--- config.mk ---
export PLATFORM = sky130hd
export DESIGN_NAME = traffic_conflict_monitor
export DESIGN_NICKNAME = d
export VERILOG_FILES = /design/src/rtl/traffic_conflict_monitor.sv
export SDC_FILE = /design/constraint.sdc
export NUM_CORES = 1
export LEC_CHECK = 0
export BUFFER_PORTS_ARGS = -buffer_cell sky130_fd_sc_hd__buf_4
export CELL_PAD_IN_SITES_DETAIL_PLACEMENT = 1
export CELL_PAD_IN_SITES_GLOBAL_PLACEMENT = 1
export CORE_ASPECT_RATIO = 0.7
export CORE_MARGIN = 5
export CORE_UTILIZATION = 41
export CTS_BUF_LIST = sky130_fd_sc_hd__clkbuf_4
export DETAILED_ROUTE_END_ITERATION = 12
export PLACE_DENSITY = 0.87
export SYNTH_ARGS = -nofsm -noshare
export SYNTH_HDL_FRONTEND = slang
export SYNTH_SLANG_ARGS = --single-unit
--- constraint.sdc ---
create_clock -name clk -period 3.2 [get_ports clk]
set_clock_uncertainty 0.1 [all_clocks]
set_input_delay 0.16 -clock clk [delete_from_list [all_inputs] [get_ports clk]]
set_output_delay 0.16 -clock clk [all_outputs]
set_load 0.02 [all_outputs]
--- src/rtl/traffic_conflict_monitor.sv ---
// Purpose: safety gate between the traffic-light FSM and the lamp drivers; blocks illegal lamp vectors and flashes red on fault.
// Latency: 2 cycles from *_in to *_out in PASS. A faulty vector is never forwarded.
// Backpressure: none. The inputs are sampled every cycle, and clr_fault is the only way to leave FAULT (apart from reset).
module traffic_conflict_monitor #(
    parameter int MIN_YELLOW = 8,
    parameter int MAX_PHASE  = 16,
    parameter int FLASH_DIV  = 4
) (
    input  logic       clk,
    input  logic       rst,
    input  logic [2:0] n_in,
    input  logic [2:0] s_in,
    input  logic [2:0] w_in,
    input  logic [2:0] e_in,
    input  logic       clr_fault,
    output logic [2:0] n_out,
    output logic [2:0] s_out,
    output logic [2:0] w_out,
    output logic [2:0] e_out,
    output logic       fault,
    output logic [2:0] fault_code
);

    localparam int HW = $clog2(MAX_PHASE + 2);
    localparam int FW = $clog2(FLASH_DIV) + 1;

    localparam logic [HW-1:0] HOLD_MAX   = HW'(MAX_PHASE + 1);
    localparam logic [HW-1:0] HOLD_ONE   = HW'(1);
    localparam logic [HW-1:0] MIN_Y      = HW'(MIN_YELLOW);
    localparam logic [FW-1:0] FLASH_LAST = FW'(FLASH_DIV - 1);

    localparam logic [2:0]  GRN     = 3'b001;
    localparam logic [2:0]  YEL     = 3'b010;
    localparam logic [2:0]  RED     = 3'b100;
    localparam logic [11:0] ALL_RED = {4{RED}};
    localparam logic [11:0] ALL_OFF = 12'h000;

    typedef enum logic [1:0] {
        INIT  = 2'd0,
        PASS  = 2'd1,
        FAULT = 2'd2
    } state_t;

    state_t        state, state_nxt;

    // Lamp vectors are packed as {n, s, w, e}. Direction 3 is north.
    logic [11:0]   in_q;
    logic [11:0]   prev_q, prev_nxt;
    logic [11:0]   out_q, out_nxt;
    logic [HW-1:0] hold_cnt, hold_nxt, hold_upd;
    logic [FW-1:0] flash_cnt, flash_cnt_nxt;
    logic          flash_on, flash_on_nxt;
    logic [2:0]    code_q, code_nxt;

    logic [2:0]    cur_d, prv_d;
    logic [2:0]    nonred_cnt;
    logic          illegal, conflict, bad_seq, short_y, wdog;
    logic [2:0]    det_code;

    // Input register stage: a copy of the FSM lamp codes, taken every cycle.
    always_ff @(posedge clk or negedge rst) begin
        if (!rst) in_q <= ALL_RED;
        else      in_q <= {n_in, s_in, w_in, e_in};
    end

    // Hold counter for the vector now in in_q. It saturates so that the watchdog compare stays stable.
    always_comb begin
        if (in_q != prev_q)        hold_nxt = HOLD_ONE;
        else if (hold_cnt == HOLD_MAX) hold_nxt = HOLD_MAX;
        else                       hold_nxt = hold_cnt + HOLD_ONE;
    end

    // Per-direction legality, conflict, sequence and short-yellow checks of in_q against prev_q.
    always_comb begin
        illegal    = 1'b0;
        bad_seq    = 1'b0;
        short_y    = 1'b0;
        nonred_cnt = 3'd0;
        cur_d      = RED;
        prv_d      = RED;
        for (int d = 0; d < 4; d++) begin
            cur_d = in_q[d*3 +: 3];
            prv_d = prev_q[d*3 +: 3];
            if (!(cur_d == GRN || cur_d == YEL || cur_d == RED))
                illegal = 1'b1;
            if (cur_d != RED)
                nonred_cnt = nonred_cnt + 3'd1;
            if (cur_d != prv_d &&
                !((prv_d == GRN && cur_d == YEL) ||
                  (prv_d == YEL && cur_d == RED) ||
                  (prv_d == RED && cur_d == GRN)))
                bad_seq = 1'b1;
            // hold_cnt still belongs to the yellow vector on the cycle it turns red.
            if (prv_d == YEL && cur_d == RED && hold_cnt < MIN_Y)
                short_y = 1'b1;
        end
        conflict = (nonred_cnt > 3'd1);
        wdog     = (hold_nxt == HOLD_MAX);
    end

    // When several faults occur together, the lowest fault code is reported.
    always_comb begin
        det_code = 3'd0;
        if (illegal)       det_code = 3'd1;
        else if (conflict) det_code = 3'd2;
        else if (bad_seq)  det_code = 3'd3;
        else if (short_y)  det_code = 3'd4;
        else if (wdog)     det_code = 3'd5;
    end

    // Next-state and next-output logic for INIT / PASS / FAULT.
    always_comb begin
        state_nxt     = state;
        out_nxt       = out_q;
        code_nxt      = code_q;
        flash_cnt_nxt = flash_cnt;
        flash_on_nxt  = flash_on;
        prev_nxt      = in_q;
        hold_upd      = hold_nxt;
        case (state)
            INIT: begin
                out_nxt = ALL_RED;
                // The first legal vector seeds the sequence history. No sequence check is applied to it.
                if (!illegal && !conflict)
                    state_nxt = PASS;
            end
            PASS: begin
                if (det_code != 3'd0) begin
                    state_nxt     = FAULT;
                    code_nxt      = det_code;
                    out_nxt       = ALL_RED;
                    flash_cnt_nxt = '0;
                    flash_on_nxt  = 1'b1;
                end else begin
                    out_nxt = in_q;
                end
            end
            FAULT: begin
                if (clr_fault) begin
                    state_nxt = INIT;
                    code_nxt  = 3'd0;
                    out_nxt   = ALL_RED;
                    prev_nxt  = ALL_RED;
                    hold_upd  = '0;
                end else begin
                    if (flash_cnt == FLASH_LAST) begin
                        flash_cnt_nxt = '0;
                        flash_on_nxt  = ~flash_on;
                    end else begin
                        flash_cnt_nxt = flash_cnt + FW'(1);
                    end
                    out_nxt = flash_on_nxt ? ALL_RED : ALL_OFF;
                end
            end
            default: begin
                state_nxt = INIT;
                out_nxt   = ALL_RED;
            end
        endcase
    end

    // State register.
    always_ff @(posedge clk or negedge rst) begin
        if (!rst) state <= INIT;
        else      state <= state_nxt;
    end

    // Datapath registers: history, hold counter, lamp outputs, fault code and flasher.
    always_ff @(posedge clk or negedge rst) begin
        if (!rst) begin
            prev_q    <= ALL_RED;
            hold_cnt  <= '0;
            out_q     <= ALL_RED;
            code_q    <= 3'd0;
            flash_cnt <= '0;
            flash_on  <= 1'b1;
        end else begin
            prev_q    <= prev_nxt;
            hold_cnt  <= hold_upd;
            out_q     <= out_nxt;
            code_q    <= code_nxt;
            flash_cnt <= flash_cnt_nxt;
            flash_on  <= flash_on_nxt;
        end
    end

    assign {n_out, s_out, w_out, e_out} = out_q;
    assign fault      = (state == FAULT);
    assign fault_code = code_q;

endmodule

==> impl_metrics.ini, run 1 <==
[placed_design]
hpwl_um = 4920
pre_cts_slack_ns = 0.0168
port_buffers = 30
placed_cells = 345
gp_congestion = 0.790

[yosys]
syn_nets = 266
syn_inst = 241
avgSynthCellArea_um2 = 10.9
synth_top_area_cell = dfrtp_1
yosysWarnings = 0
yosysSeqAreaShare = 0.481
synth_edf_count = 0
synth_flop_cell = dfrtp_1
synth_top_area_frac = 0.352
async_flop_share = 1.00
synth-seq-cells = 50
synth_area_mm2 = 0.00263
synth_cell_types = 53
yosys-top-cells-area = dfrtp_1 35%, dfstp_2 13%, ha_1 4.8%

[routing]
drt_iter0_markers = 104
vias = 2025
route.detailed.drc = 0
wl_um = 6990
wire_per_inst_um = 18.9
firstDrtPassIters = 4
avgViaCountPerCell = 5.47
ant_nets = 0

[finish]
drive_above_1_share = 0.284
final_common_cell = buf_4
syn2layout_area_growth_pct = 23.3
layout_common_cells = 42 x buf_4, 37 x dfrtp_1, 16 x nor2_1
fillers = 690
fin_util = 0.520
diodes = 0
nets = 316
fin_cells = 370

[power_and_ir_drop]
pwr-share-comb = 0.296
power.net_switching_mw = 0.535
power_leakage_nw = 1.42
switching_share = 0.324
p_int_mw = 1.12
irDropWorstVdd_mv = 0.239
p_per_area_mw_per_mm2 = 508
p_clk_frac = 0.228
seq_power_share = 0.475

[clock_network]
clkTransAtPathRegs_ns = 0.15
cts_tree = yes
clock_path_buffers = 2
htree_levels = 2
clock_latency_ns = 0.39
clockRootBuffer = clkbuf_4
cts.sinks = 50
numCtsBuffers = 5

[worst_setup_path]
start_kind = flop
crit_required_ns = 3.39
path_class = flop to flop
arrival_ns = 3.32
reg2reg_slack_ns = 0.07
crit_path_max_fanout = 4
cp-startpoint = in_q[8]$_DFF_PN1_
r2r_start = in_q[8]$_DFF_PN1_
critPathCaptureType = flop

[timing]
worst_pin_slew_ns = 0.634
setup_tns_ns = 0
fin_crit_sh = 0.977
drv_slew = 0
max_freq_mhz = 320
slew_headroom = 0.576
hold_viol = 0
setup_ws_ns = 0.0747
setup_violations = 0
period_minus_slack_ns = 3.13

[outcome]
status = finished clean

[global_routing]
grt_overflow_total = 0
grt_max_degree = 51
antenna_found_initial = 0
track_usage = 0.173
first_global_vias = 2145
grt_pass1_wl_um = 11100

[die]
die_y_um = 77.0
core-area_mm2 = 0.00625
initial_utilization = 0.421
pin_count = 31
rows = 24
die_w_um = 106
dieArea_mm2 = 0.00815

[job]
cap_viol_max_count = 0

[worst_hold_path]
hp-start = clr_fault
hold_path_class = primary input to flop
-- synthesized netlist by cell type (2+ instances only) --
master,number
a21oi_1,2
a22o_1,3
a31oi_1,2
and2_1,8
and3_1,10
buf_2,4
buf_6,5
clkbuf_1,4
dfrtp_1,37
dfstp_2,13
ha_1,10
inv_1,7
nand2_1,14
nand2b_1,9
nand3_1,14
nor2_1,16
nor2b_1,3
nor3_1,2
nor3b_2,2
nor4_1,2
nor4bb_1,6
o21a_1,3
o21ai_0,10
o31a_1,7
o32ai_1,2
or3b_2,3
xnor2_1,13
xnor2_2,2
xor2_1,4
-- metal layers --
layer,part of all wire,vias to the layer above,global-route usage
li1,-,954,-
met1,0.49,1009,0.246
met2,0.46,52,0.269
met3,0.042,10,0.0470
met4,0.014,0,0.0272
met5,0,-,0
-- flip-flops by register name, indices dropped and copies added (netlist names) --
| name | count |
|---|---|
| flash_on | 1 |
| hold_cnt | 5 |
| in_q | 12 |
| flash_cnt | 3 |
| out_q | 12 |
| prev_q | 12 |
| fault_code | 3 |
| state | 2 |
-- worst paths after layout --
kind	to	cells after the start
worst max-delay path	state[1]$_DFFE_PN0P_	8
worst min-delay path	flash_cnt[0]$_DFFE_PN0P_	3
worst max register to register	state[1]$_DFFE_PN0P_	8
worst min register to register	flash_cnt[2]$_DFFE_PN0P_	1
max in group asynchronous	out_q[3]$_DFF_PN0_	2
min in group asynchronous	flash_cnt[2]$_DFFE_PN0P_	2
-- critical path: stages, from the launching register on --
cell      delay (ns)
dfstp_2         0.59
or3b_2          0.52
a21oi_1         0.34
ha_1            0.26
xnor2_2         0.11
o32ai_4         0.38
and4bb_4        0.36
a211oi_4        0.06
mux2_4          0.31
-- cell families (layout without fill, tap and decap cells) --
group | Yosys count | in the layout | share of synthesized area
xor gates and xnor gates | 19 | 19 | 0.0689
DFF | 50 | 50 | 0.481
adders and majority gates | 10 | 10 | 0.0475
muxes | 1 | 1 | 0.00570
and+or+nand+nor | 97 | 97 | 0.220
buffers and inverters | 21 | 72 | 0.0475
AOI/OAI and AO/OA | 43 | 43 | 0.129
-- timing repair --
action | in CTS | in global routing
pin swaps | 0 | 2
resized for setup | 1 | 10
gates cloned | 0 | 1
hold buffers | 13 | 0
endpoints found under the hold margin | 49 | 0
setup buffers | 0 | 3
setup endpoints to repair | 2 | 18
-- final cells by class --
| type | count | area [um2] | area share |
|---|---|---|---|
| multi-input cells | 170 | 1290 | 0.396 |
| flip-flops and latches | 50 | 1270 | 0.391 |
| repair buffers | 57 | 485 | 0.150 |
| well taps | 78 | 97.6 | 0.0301 |
| clock inverters | 3 | 45.0 | 0.0139 |
| clock buffers | 5 | 37.5 | 0.0116 |
| inverters | 7 | 26.3 | 0.00810 |
-- power by group through the flow --
stage	clock (mW)	combinational, mW	sequential [mW]
2_1_floorplan	0	0.247	0.828
3_3_place_gp	0	0.433	0.792
3_5_place_dp	0	0.452	0.796
4_1_cts	0.390	0.467	0.785
5_1_grt	0.421	0.533	0.797
6_report	0.377	0.489	0.785
-- stage by stage --
stage                     cell area, um2  power (mW)  hold WS (ns)
final                               3250        1.65        0.0416
after floorplan                     2630        1.08        -0.236
after global placement              2930        1.22         0.113
after detailed placement            2930        1.25         0.119
after global routing                3250        1.75        0.0171
after CTS                           3140        1.64        0.0313
No activity file was read; power rests on OpenSTA's default activity.
==> run 2: changes to the inputs <==
--- a/config.mk
+++ b/config.mk
@@ -10,10 +10,10 @@
 export CELL_PAD_IN_SITES_GLOBAL_PLACEMENT = 1
 export CORE_ASPECT_RATIO = 0.7
 export CORE_MARGIN = 5
-export CORE_UTILIZATION = 41
+export CORE_UTILIZATION = 43
 export CTS_BUF_LIST = sky130_fd_sc_hd__clkbuf_4
 export DETAILED_ROUTE_END_ITERATION = 12
-export PLACE_DENSITY = 0.87
+export PLACE_DENSITY = 0.9
 export SYNTH_ARGS = -nofsm -noshare
 export SYNTH_HDL_FRONTEND = slang
 export SYNTH_SLANG_ARGS = --single-unit
==> run 2 against run 1 <==
Net effect: cell area shrank 2.8%; total power shrank 4.6%; utilization grew 2.0 points; first-iteration DRC count shrank 34%; sequential power is essentially flat; sequential share of layout area grew 1.1 points; setup slack gained 0.025 ns; non-clock buffer count shrank 4; critical endpoint unchanged; largest power group unchanged.
==> impl_metrics.ini, run 2 (same netlist as run 1, synthesis figures left out) <==
[die]
die_y_um = 75.5
core-area_mm2 = 0.00584
pin_count = 31
initial_utilization = 0.451
rows = 23
dieArea_mm2 = 0.00781
die_w_um = 104

[placed_design]
gp_congestion = 0.808
placed_cells = 342
dpl_cell_area_mm2 = 0.00293
hpwl_um = 4790
port_buffers = 30

[finish]
nets = 312
multiInputGateArea_mm2 = 0.00127
layout_common_cells = 39 x buf_4, 37 x dfrtp_1, 16 x nor2_1
drive_above_1_share = 0.267
fin_area_mm2 = 0.00315
syn2layout_area_growth_pct = 19.8
largestRegisters = in_q x12, out_q x12, prev_q x12
fin_cells = 364
fillers = 647
seq_area_mm2 = 0.00127
final_common_cell = buf_4

[worst_setup_path]
r2r_start = in_q[2]$_DFF_PN1_
arrival_ns = 3.27
cpMostUsedCell = ha_1
start_kind = flop
reg2reg_slack_ns = 0.1
crit_chain = or3b_2 -> inv_1 -> ha_1 -> xor2_1 -> ha_1 -> xnor2_2 -> o32ai_4 -> and4bb_2 -> a211oi_4 -> mux2_4
critPathCaptureType = flop
slowest_stage = dfstp_2
reg2reg_depth = 10
max_stage_delay_ns = 0.55
path_class = flop to flop
rr_endpoint = state[1]$_DFFE_PN0P_
crit_required_ns = 3.37
crit_path_max_fanout = 4

[global_routing]
antenna_found_initial = 1
grt_max_degree = 51
track_usage = 0.183
first_global_vias = 2207
grt_overflow_total = 0
grt_pass1_wl_um = 11300

[routing]
wl_um = 6680
avgViaCountPerCell = 5.56
ant_nets = 0
vias = 2025
drt_iter0_markers = 69
route.detailed.drc = 0
firstDrtPassIters = 4
wire_per_inst_um = 18.4

[worst_hold_path]
worstHoldEndpoint = flash_cnt[0]$_DFFE_PN0P_
hp-start = clr_fault
holdPathStages = 3
hold_path_class = primary input to flop

[timing]
hold_ws_ns = 0.0556
hold_viol = 0
period_minus_slack_ns = 3.10
setup_violations = 0
worst_pin_slew_ns = 0.635
fin_crit_sh = 0.969
setup_tns_ns = 0
drv_slew = 0
slew_headroom = 0.577
max_freq_mhz = 323

[power_and_ir_drop]
finalPower_mw = 1.57
irDropWorstVdd_mv = 0.178
power_leakage_nw = 1.39
p_per_area_mw_per_mm2 = 499

[clock_network]
numCtsBuffers = 5
htree_levels = 2
clkTransAtPathRegs_ns = 0.14
clockRootBuffer = clkbuf_4
clock_path_buffers = 2
cts_tree = yes
post_cts_buffers = 0
cts.sinks = 50
clock_latency_ns = 0.37

[outcome]
status = finished clean

[job]
cap_viol_max_count = 0
-- run 2: routing by layer --
metal,global-route usage,share of wire,vias to the layer above
li1,-,-,947
met2,0.314,0.48,36
met3,0.0440,0.045,3
met1,0.244,0.47,1039
met5,0,0,-
met4,0.0349,0.0034,0
-- run 2: cell type report --
| class | count | share of cell area |
|---|---|---|
| Tap cell | 75 | 0.0298 |
| Clock buffer | 8 | 0.0190 |
| Multi-Input combinational cell | 170 | 0.403 |
| Timing Repair Buffer | 53 | 0.138 |
| Sequential cell | 50 | 0.402 |
| Inverter | 7 | 0.00833 |
| Antenna cell | 1 | 0.000793 |
-- run 2: worst max path at each step --
stage	start	cells after the start	end
detailed placement	in_q[5]$_DFF_PN1_	10	state[1]$_DFFE_PN0P_
CTS	in_q[2]$_DFF_PN1_	10	flash_cnt[1]$_DFFE_PN0P_
finish	in_q[2]$_DFF_PN1_	10	state[1]$_DFFE_PN0P_
global route	in_q[2]$_DFF_PN1_	9	state[1]$_DFFE_PN0P_
global placement	in_q[5]$_DFF_PN1_	10	state[1]$_DFFE_PN0P_
floorplan	in_q[2]$_DFF_PN1_	12	state[1]$_DFFE_PN0P_
-- run 2: what timing repair did --
| action | CTS | global route |
|---|---|---|
| gates resized for setup | 1 | 5 |
| pin swaps | 0 | 1 |
| hold buffers | 13 | 0 |
| hold endpoints to repair | 49 | 0 |
| endpoints found under the setup margin | 2 | 10 |
-- run 2: worst max-delay path, delay by kind of cell, from the launching register on --
family / cells / cell delay [ns]
AO/OA/AOI/OAI: 2 / 0.34
XOR/XNOR: 2 / 0.39
adder cells (fa/ha/maj): 2 / 0.46
buffers and inverters: 1 / 0.07
flip-flops: 1 / 0.55
multiplexers: 1 / 0.31
AND/OR/NAND/NOR: 2 / 0.78
-- run 2: stage by stage --
stage	setup WS, ns	utilization
3_3_place_gp	0.127	0.501
2_1_floorplan	0.0900	-
4_1_cts	0.0430	0.535
6_report	0.0996	0.540
3_5_place_dp	0.0428	0.501
5_1_grt	-0.0147	0.540
-- run 2: where the power goes --
part           internal, mW  leakage [nW]  switching, mW
logic                 0.219         0.743          0.256
registers             0.727         0.607         0.0587
clock network         0.114        0.0368          0.200
==> run 3: changes to the inputs <==
--- a/config.mk
+++ b/config.mk
@@ -10,10 +10,11 @@
 export CELL_PAD_IN_SITES_GLOBAL_PLACEMENT = 1
 export CORE_ASPECT_RATIO = 0.7
 export CORE_MARGIN = 5
-export CORE_UTILIZATION = 43
+export CORE_UTILIZATION = 30
 export CTS_BUF_LIST = sky130_fd_sc_hd__clkbuf_4
 export DETAILED_ROUTE_END_ITERATION = 12
-export PLACE_DENSITY = 0.9
+export PLACE_DENSITY = 0.7
+export RECOVER_POWER = 50
 export SYNTH_ARGS = -nofsm -noshare
 export SYNTH_HDL_FRONTEND = slang
 export SYNTH_SLANG_ARGS = --single-unit
==> run 3 against run 2 <==
Net effect: worst hold slack improved by 0.27 ns; sequential power down 1%; combinational power barely moved; utilization shrank 15 points; critical endpoint unchanged.
==> impl_metrics.ini, run 3 (same netlist as run 1, synthesis figures left out) <==
[outcome]
status = finished clean

[clock_network]
clock_latency_ns = 0.38
htree_levels = 2
cts.sinks = 50
numCtsBuffers = 5
clock_path_buffers = 2
clkTransAtPathRegs_ns = 0.15
cts_tree = yes
clockRootBuffer = clkbuf_4

[finish]
fin_area_mm2 = 0.00330
diodes = 0
fin_cells = 414
layout_common_cells = 37 x dfrtp_1, 30 x buf_4, 18 x clkbuf_4
syn2layout_area_growth_pct = 25.5
nets = 318
fin_util = 0.388
largestRegisters = in_q x12, out_q x12, prev_q x12
drive_above_1_share = 0.286
final_common_cell = dfrtp_1

[die]
die_w_um = 122
die_y_um = 88.4
pin_count = 31
core-area_mm2 = 0.00851
initial_utilization = 0.309
dieArea_mm2 = 0.0108
rows = 28

[worst_setup_path]
start_kind = flop
crit_path_max_fanout = 4
arrival_ns = 3.28
critPathCaptureType = flop
path_class = flop to flop
reg2reg_slack_ns = 0.11
reg2reg_depth = 10
crit_required_ns = 3.39

[global_routing]
track_usage = 0.130
grt_max_degree = 51
grt_pass1_wl_um = 10800
antenna_found_initial = 0
grt_overflow_total = 0
first_global_vias = 2121

[placed_design]
port_buffers = 30
dpl_cell_area_mm2 = 0.00300
pre_cts_slack_ns = 0.129
hpwl_um = 4670
placed_cells = 388
gp_congestion = 0.834

[worst_hold_path]
holdPathStages = 2
hold_path_class = primary input to flop

[timing]
drv_slew = 0
hold_viol = 0
slew_headroom = 0.158
worst_pin_slew_ns = 1.26
setup_tns_ns = 0
rsz0062_at_grt = no
max_freq_mhz = 324
setup_ws_ns = 0.112
period_minus_slack_ns = 3.09
hold_ws_ns = 0.323
setup_violations = 0
fin_crit_sh = 0.965

[routing]
avgViaCountPerCell = 4.78
wire_per_inst_um = 15.9
firstDrtPassIters = 4
wl_um = 6570
drt_iter0_markers = 76
ant_nets = 0
vias = 1980
route.detailed.drc = 0

[power_and_ir_drop]
irDropWorstVdd_mv = 0.180
power_leakage_nw = 1.42
finalPower_mw = 1.64
p_per_area_mw_per_mm2 = 497

[job]
cap_viol_max_count = 0
[run 3: report_power, final]
| part | switching (mW) | internal (mW) |
|---|---|---|
| Clock | 0.216 | 0.174 |
| Sequential | 0.0516 | 0.727 |
| Combinational | 0.256 | 0.220 |
| Total | 0.524 | 1.12 |
[run 3: cell type report]
type,instances,area [um2]
Clock inverter,2,37.5
Fill cell,952,5210
Sequential cell,50,1270
Multi-Input combinational cell,170,1270
Tap cell,120,150
Clock buffer,6,45.0
Timing Repair Buffer,59,505
Inverter,7,26.3
[run 3: path summary, 6_finish.rpt]
path / start / end
worst max-delay path: in_q[2]$_DFF_PN1_ / state[1]$_DFFE_PN0P_
worst min-delay path: n_in[2] / in_q[11]$_DFF_PN1_
worst max register to register: in_q[2]$_DFF_PN1_ / state[1]$_DFFE_PN0P_
worst min register to register: flash_cnt[0]$_DFFE_PN0P_ / flash_cnt[0]$_DFFE_PN0P_
max in group asynchronous: rst / prev_q[10]$_DFF_PN0_
min in group asynchronous: rst / prev_q[6]$_DFF_PN0_
[run 3: worst max-delay path, cell delays in order, from the launching register on]
cell and delay, ns:
dfstp_2 0.56, or3b_4 0.38, inv_1 0.06, ha_1 0.24, xor2_1 0.17, ha_1 0.20
xnor2_1 0.14, o32ai_2 0.41, and4bb_4 0.37, a211oi_4 0.06, mux2_4 0.30
[run 3: routing by layer]
metal / GRT usage / share of wire / vias to the layer above
li1: - / - / 953
met1: 0.193 / 0.54 / 995
met2: 0.191 / 0.42 / 28
met3: 0.0351 / 0.034 / 4
met4: 0.0214 / 0.0046 / 0
met5: 0 / 0 / -
[run 3: timing repair]
action	4_1_cts	5_1_grt
endpoints found under the hold margin	50	0
hold buffers	14	0
resized for setup	0	8
endpoints found under the setup margin	0	12
buffers inserted	0	3
